**src/rtl/shift24_arb.sv**
```systemverilog
// Round-robin arbiter that time-shares one external 24-bit arithmetic right shifter
// among NREQ requesters and captures each result, tagged, in a one-deep output register.
module shift24_arb #(
    parameter int NREQ = 4,
    parameter int TAGW = 2
) (
    input  logic                 clk,
    input  logic                 rst_n,
    input  logic [NREQ-1:0]      req_valid,
    input  logic [24*NREQ-1:0]   req_data,
    input  logic [5*NREQ-1:0]    req_shift,
    output logic [NREQ-1:0]      req_ready,
    output logic [23:0]          sh_d,
    output logic [4:0]           sh_s,
    input  logic [23:0]          sh_y,
    output logic                 out_valid,
    output logic [23:0]          out_data,
    output logic [TAGW-1:0]     out_tag,
    input  logic                 out_ready,
    output logic                 sat_flag,
    input  logic                 sat_clr
);

    typedef enum logic [0:0] {
        ST_EMPTY = 1'b0,
        ST_FULL  = 1'b1
    } out_state_e;

    out_state_e          r_state;
    out_state_e          w_state_nxt;
    logic [TAGW-1:0]     r_ptr;
    logic [TAGW-1:0]     w_ptr_nxt;
    logic [23:0]         r_out_data;
    logic [TAGW-1:0]     r_out_tag;
    logic                r_sat_flag;

    logic                w_grant_found;
    logic [TAGW-1:0]     w_grant_idx;
    logic [TAGW-1:0]     w_scan_idx;
    logic                w_hit;
    logic [NREQ-1:0]     w_onehot_g;
    logic [23:0]         w_sel_data;
    logic [4:0]          w_sel_shift;
    logic                w_clamp;
    logic                w_can_acc;
    logic                w_accept;

    // Index of the requester 'off' positions above 'base', wrapping at NREQ.
    function automatic logic [TAGW-1:0] wrap_add(input logic [TAGW-1:0] base, input int off);
        int sum;
        sum = int'(base) + off;
        sum = (sum >= NREQ) ? (sum - NREQ) : sum;
        return sum[TAGW-1:0];
    endfunction

    // Rotating priority search: first pending request at or above the pointer.
    always_comb begin
        w_grant_found = 1'b0;
        w_grant_idx   = {TAGW{1'b0}};
        w_scan_idx    = {TAGW{1'b0}};
        w_hit         = 1'b0;
        for (int k = 0; k < NREQ; k++) begin
            w_scan_idx    = wrap_add(r_ptr, k);
            w_hit         = ~w_grant_found & req_valid[w_scan_idx];
            w_grant_idx   = w_hit ? w_scan_idx : w_grant_idx;
            w_grant_found = w_grant_found | w_hit;
        end
    end

    // AND-OR mux of the granted requester's operand and shift amount.
    always_comb begin
        w_onehot_g  = {NREQ{1'b0}};
        w_sel_data  = 24'd0;
        w_sel_shift = 5'd0;
        for (int i = 0; i < NREQ; i++) begin
            w_onehot_g[i] = w_grant_found & (w_grant_idx == TAGW'(i));
            w_sel_data    = w_sel_data  | ({24{w_onehot_g[i]}} & req_data[24*i +: 24]);
            w_sel_shift   = w_sel_shift | ({5{w_onehot_g[i]}}  & req_shift[5*i +: 5]);
        end
    end

    // Shifts beyond 23 are clamped; the result is then pure sign fill either way.
    assign w_clamp   = (w_sel_shift > 5'd23);
    assign sh_d      = w_sel_data;
    assign sh_s      = w_clamp ? 5'd23 : w_sel_shift;

    assign w_can_acc = (r_state == ST_EMPTY) | out_ready;
    assign w_accept  = rst_n & w_can_acc & w_grant_found;
    assign req_ready = w_accept ? w_onehot_g : {NREQ{1'b0}};

    assign w_ptr_nxt = (w_grant_idx == TAGW'(NREQ - 1)) ? {TAGW{1'b0}}
                                                         : (w_grant_idx + TAGW'(1));

    // Output register occupancy: next-state decode.
    always_comb begin
        w_state_nxt = r_state;
        case (r_state)
            ST_EMPTY: w_state_nxt = w_accept ? ST_FULL : ST_EMPTY;
            ST_FULL: begin
                if (out_ready) begin
                    w_state_nxt = w_accept ? ST_FULL : ST_EMPTY;
                end else begin
                    w_state_nxt = ST_FULL;
                end
            end
            default:  w_state_nxt = ST_EMPTY;
        endcase
    end

    // Output register occupancy: state register.
    always_ff @(posedge clk or negedge rst_n) begin
        if (!rst_n) begin
            r_state <= ST_EMPTY;
        end else begin
            r_state <= w_state_nxt;
        end
    end

    // Priority pointer moves just past the winner, only on an accept.
    always_ff @(posedge clk or negedge rst_n) begin
        if (!rst_n) begin
            r_ptr <= {TAGW{1'b0}};
        end else if (w_accept) begin
            r_ptr <= w_ptr_nxt;
        end else begin
            r_ptr <= r_ptr;
        end
    end

    // Result capture from the shared shifter with the winner's tag.
    always_ff @(posedge clk or negedge rst_n) begin
        if (!rst_n) begin
            r_out_data <= 24'd0;
            r_out_tag  <= {TAGW{1'b0}};
        end else if (w_accept) begin
            r_out_data <= sh_y;
            r_out_tag  <= w_grant_idx;
        end else begin
            r_out_data <= r_out_data;
            r_out_tag  <= r_out_tag;
        end
    end

    // Sticky clamp indicator; a clamp in the same cycle as a clear keeps it set.
    always_ff @(posedge clk or negedge rst_n) begin
        if (!rst_n) begin
            r_sat_flag <= 1'b0;
        end else if (w_accept && w_clamp) begin
            r_sat_flag <= 1'b1;
        end else if (sat_clr) begin
            r_sat_flag <= 1'b0;
        end else begin
            r_sat_flag <= r_sat_flag;
        end
    end

    assign out_valid = (r_state == ST_FULL);
    assign out_data  = r_out_data;
    assign out_tag   = r_out_tag;
    assign sat_flag  = r_sat_flag;

endmodule

```
**config.mk**
```make
export PLATFORM = sky130hd
export DESIGN_NAME = shift24_arb
export DESIGN_NICKNAME = d
export VERILOG_FILES = /design/src/rtl/shift24_arb.sv
export SDC_FILE = /design/constraint.sdc
export NUM_CORES = 1
export LEC_CHECK = 0
export CAP_MARGIN = 5
export CORE_AREA = 2 2 84 86
export CTS_CLUSTER_DIAMETER = 80
export DETAILED_ROUTE_END_ITERATION = 10
export DIE_AREA = 0 0 86 88
export GPL_TIMING_DRIVEN = 1
export PLACE_DENSITY = 0.89
export SLEW_MARGIN = 0
export SYNTH_ARGS = -nofsm -noshare
export SYNTH_HDL_FRONTEND = slang
export SYNTH_SLANG_ARGS = --single-unit
```
**constraint.sdc**
```tcl
create_clock -name clk -period 3.9 [get_ports clk]
set_input_delay 0.78 -clock clk [delete_from_list [all_inputs] [get_ports clk]]
set_output_delay 0.78 -clock clk [all_outputs]
set_load 0.05 [all_outputs]
```
==> reports/results.tsv <==
stage	metric	value	unit
layout	seq_area	750.7	um2
floorplan	initial_core_util	0.3117	
timing	worst_pin_slew	0.5439	ns
critical_path	critPathLaunchType	input pin	
layout	drive_above_1_share	0.2542	
layout	nFillCells	446	
critical_path	path_buf_inv	4	
timing	hold_viol	0	
clocking	clkTransAtPathRegs	0.06	ns
timing	setup_ws	0.07861	ns
hold_path	worst_hold_path.endpoint	out_data[23]	
clocking	clock_path_buffers	2	
layout	diodes	0	
critical_path	max_stage_delay	0.44	ns
outcome	status	finished, final reports clean	
hold_path	worstHoldStart	out_data[23]	
floorplan	die_w	86	um
clocking	clk_latency	0.27	ns
power_and_ir_drop	p_comb_frac	0.785	
synthesis	synth_edf_count	0	
clocking	cts_sinks	30	
timing	fin_skew	0.003540	ns
layout	layout_common_cells	173 x clkdlybuf4s50_1, 50 x a22oi_1, 30 x dfrtp_1, 30 x buf_12, 20 x a21oi_1	
critical_path	cp_top_family	buffers and inverters	
routing	wl_met2	4.913	mm
synthesis	ys_ff_latch	30	
routing	wl_met3	869	um
layout	final_common_cell	clkdlybuf4s50_1	
floorplan	core-area	6644	um2
synthesis	syn-num-nets	351	
global_route	antenna_found_initial	0	
synthesis	ys.flop_type	dfrtp_1	
routing	drt_pass1_iterations	4	
routing	top_layer	met4	
critical_path	r2r-end	sat_flag	
global_route	grt_max_degree	31	
layout	num-nets-final	568	
timing	fin_crit	3.821	ns
power_and_ir_drop	internal_power	1.618	mW
flow_run	max_cap_violations	0	
critical_path	setup.worst_path.class	input pin to output pin	
clocking	root_buffer	clkbuf_8	
floorplan	io_pins	209	
clocking	cts_tree	yes	
synthesis	synth_area_leaders	dfrtp_1 36%, a22oi_1 18%, mux2_4 12%, a21oi_1 6.0%, mux2_2 4.4%	
power_and_ir_drop	p_clk_frac	0.080	
layout	design_area	4815	um2
synthesis	synth_area	2071	um2
critical_path	worst_ep_arrival_time	3.04	ns
critical_path	crit_required	3.12	ns
synthesis	yosysSeqAreaShare	0.3625	
routing	m1WireLength	3.610	mm
routing	drt_iter0_drc	86	
placed_design	place_ws	-0.1402	ns
timing	max_freq	0.2617	GHz
critical_path	rr_startpoint	r_ptr[1]	
critical_path	worst_path_max_delay_cell	clkdlybuf4s50_1	
critical_path	path_common_cell	buf_4	
power_and_ir_drop	swShare	0.4802	
routing	wl_per_cell	19.28	um
power_and_ir_drop	switching_power	1.494	mW
power_and_ir_drop	p_leak	1.932	nW
critical_path	crit_chain	clkdlybuf4s50_1 > nand2b_1 > buf_4 > o221ai_2 > or2_2 > ha_1 > buf_12 > a22o_1 > a221oi_2 > o22ai_1 > buf_4	
timing	min_period_over_period	0.9798	
synthesis	syn_avg_cell_area	10.41	um2
synthesis	async_flop_share	1.000	
routing	vias_per_cell	5.312	
floorplan	die_h	88	um
synthesis	ys_types	36	
critical_path	r2r_cells	10	
clocking	htreeDepth	2	
hold_path	hold_class	flop to flop	
synthesis	synth.top_cell.area_share	0.3625	
routing	drtAntennaViolNets	0	
power_and_ir_drop	finalPower	3.112	mW
hold_path	timing.hold.worst_path_depth	1	
critical_path	rrSetupSlack	1.58	ns
placed_design	numPortBuffers	208	
synthesis	syn_inst	199	
global_route	grt_pass1_wl	13.74	mm
timing	setup_viol	0	
power_and_ir_drop	powerDensity	646.4	nW/um2
routing	vias	2640	
placed_design	place_area	4608	um2
power_and_ir_drop	seq_power_share	0.135	
global_route	first_global_vias	2612	
clocking	holdBufCountCts	0	
synthesis	yosysTopAreaCell	dfrtp_1	
power_and_ir_drop	ir_drop	0.0004703	V
clocking	cts_buffers	5	
global_route	grt_usage	0.2329	
timing	setup_tns	0	ns
floorplan	placementRows	30	
critical_path	endpoint_kind	output pin	
timing	slew_headroom	0.6363	
placed_design	place.gp.congestion	0.9358	
timing	hold_ws	0.5137	ns
layout	multi_input_area	1331	um2
synthesis	yosys_warnings	0	
global_route	grt_overflow	0	
placed_design	place_hpwl	7.559	mm
floorplan	die_area	7568	um2
routing	wl	9.582	mm
critical_path	path_max_fanout	19	
routing	drcViolationCount	0	
layout	syn2layout_area_growth	132.5	%
timing	maxSlewViolCount	0	
power by group through the flow:
stage	clock network [mW]	logic (mW)	registers, mW
finish	0.249	2.44	0.419
global route	0.272	2.55	0.426
CTS	0.255	2.38	0.418
detailed placement	0	2.36	0.420
global placement	0	2.33	0.415
floorplan	0	1.08	0.594
cell usage after synthesis (3+ instances only):
| cell type | n |
|---|---|
| buf_1 | 4 |
| o21ai_0 | 3 |
| a22o_1 | 4 |
| a21oi_1 | 25 |
| ha_1 | 4 |
| nand2b_1 | 4 |
| a22oi_1 | 50 |
| a221oi_1 | 4 |
| clkbuf_1 | 9 |
| and2_1 | 3 |
| o22ai_1 | 3 |
| mux2_2 | 8 |
| dfrtp_1 | 30 |
| nand2_1 | 4 |
| mux2_4 | 17 |
worst register-to-register path, delay by kind of cell, from the launching register on:
kind / cells / cell delay [ns]
AND/OR/NAND/NOR: 2 / 0.50
flip-flops: 1 / 0.47
AO/OA/AOI/OAI: 4 / 0.57
buffers and inverters: 3 / 0.39
adder cells (fa/ha/maj): 1 / 0.25
final cells by class:
cell class	count	share of cell area
clock buffer	7	0.01793
clock inverter	1	0.001040
inverter	2	0.001559
multi-input combinational	150	0.2765
sequential	30	0.1559
tap	80	0.02079
timing repair buffer	227	0.5262
through the flow:
step           instances  utilization
2_1_floorplan        199            -
3_3_place_gp         487       0.6936
3_5_place_dp         487       0.6936
4_1_cts              495       0.7104
5_1_grt              497       0.7247
6_report             497       0.7247
metal layers:
metal  global-route usage  vias up
met5                    0        -
met1               0.2828     1271
met3              0.08765       20
li1                     -     1226
met4              0.06926        0
met2               0.3862      123
worst max path at each step:
| stage | startpoint | to | slack [ns] | cells after the start |
|---|---|---|---|---|
| floorplan | req_valid[1] | sh_d[16] | 0.16 | 8 |
| global placement | req_valid[3] | sh_s[2] | 0.006 | 10 |
| detailed placement | req_valid[3] | sh_s[2] | -0.14 | 10 |
| CTS | req_valid[1] | sh_s[3] | 0.002 | 10 |
| global route | req_valid[1] | sh_d[14] | -0.009 | 10 |
| finish | req_valid[1] | sh_s[2] | 0.08 | 11 |
timing repair:
item	4_1_cts	5_1_grt
pin swaps	0	2
setup buffers	0	2
setup endpoints to repair	11	30
resized for setup	6	18
sequential cells by signal, indices dropped and copies added, names as in the netlist:
name and flops:
out_data 24, out_tag 2, out_valid 1, r_ptr 2
sat_flag 1
logic make-up (layout without fill, tap and decap cells):
kind of cell    Yosys count  in the layout  share of synthesized area
mux                      25             25                     0.1668
compound gates           98             98                     0.3366
fa+ha+maj                 4              4                    0.02417
simple gates             23             23                    0.06707
flops                    30             30                     0.3625
buf+inv                  19            237                    0.04290
Power figures use the tool's default switching activity.
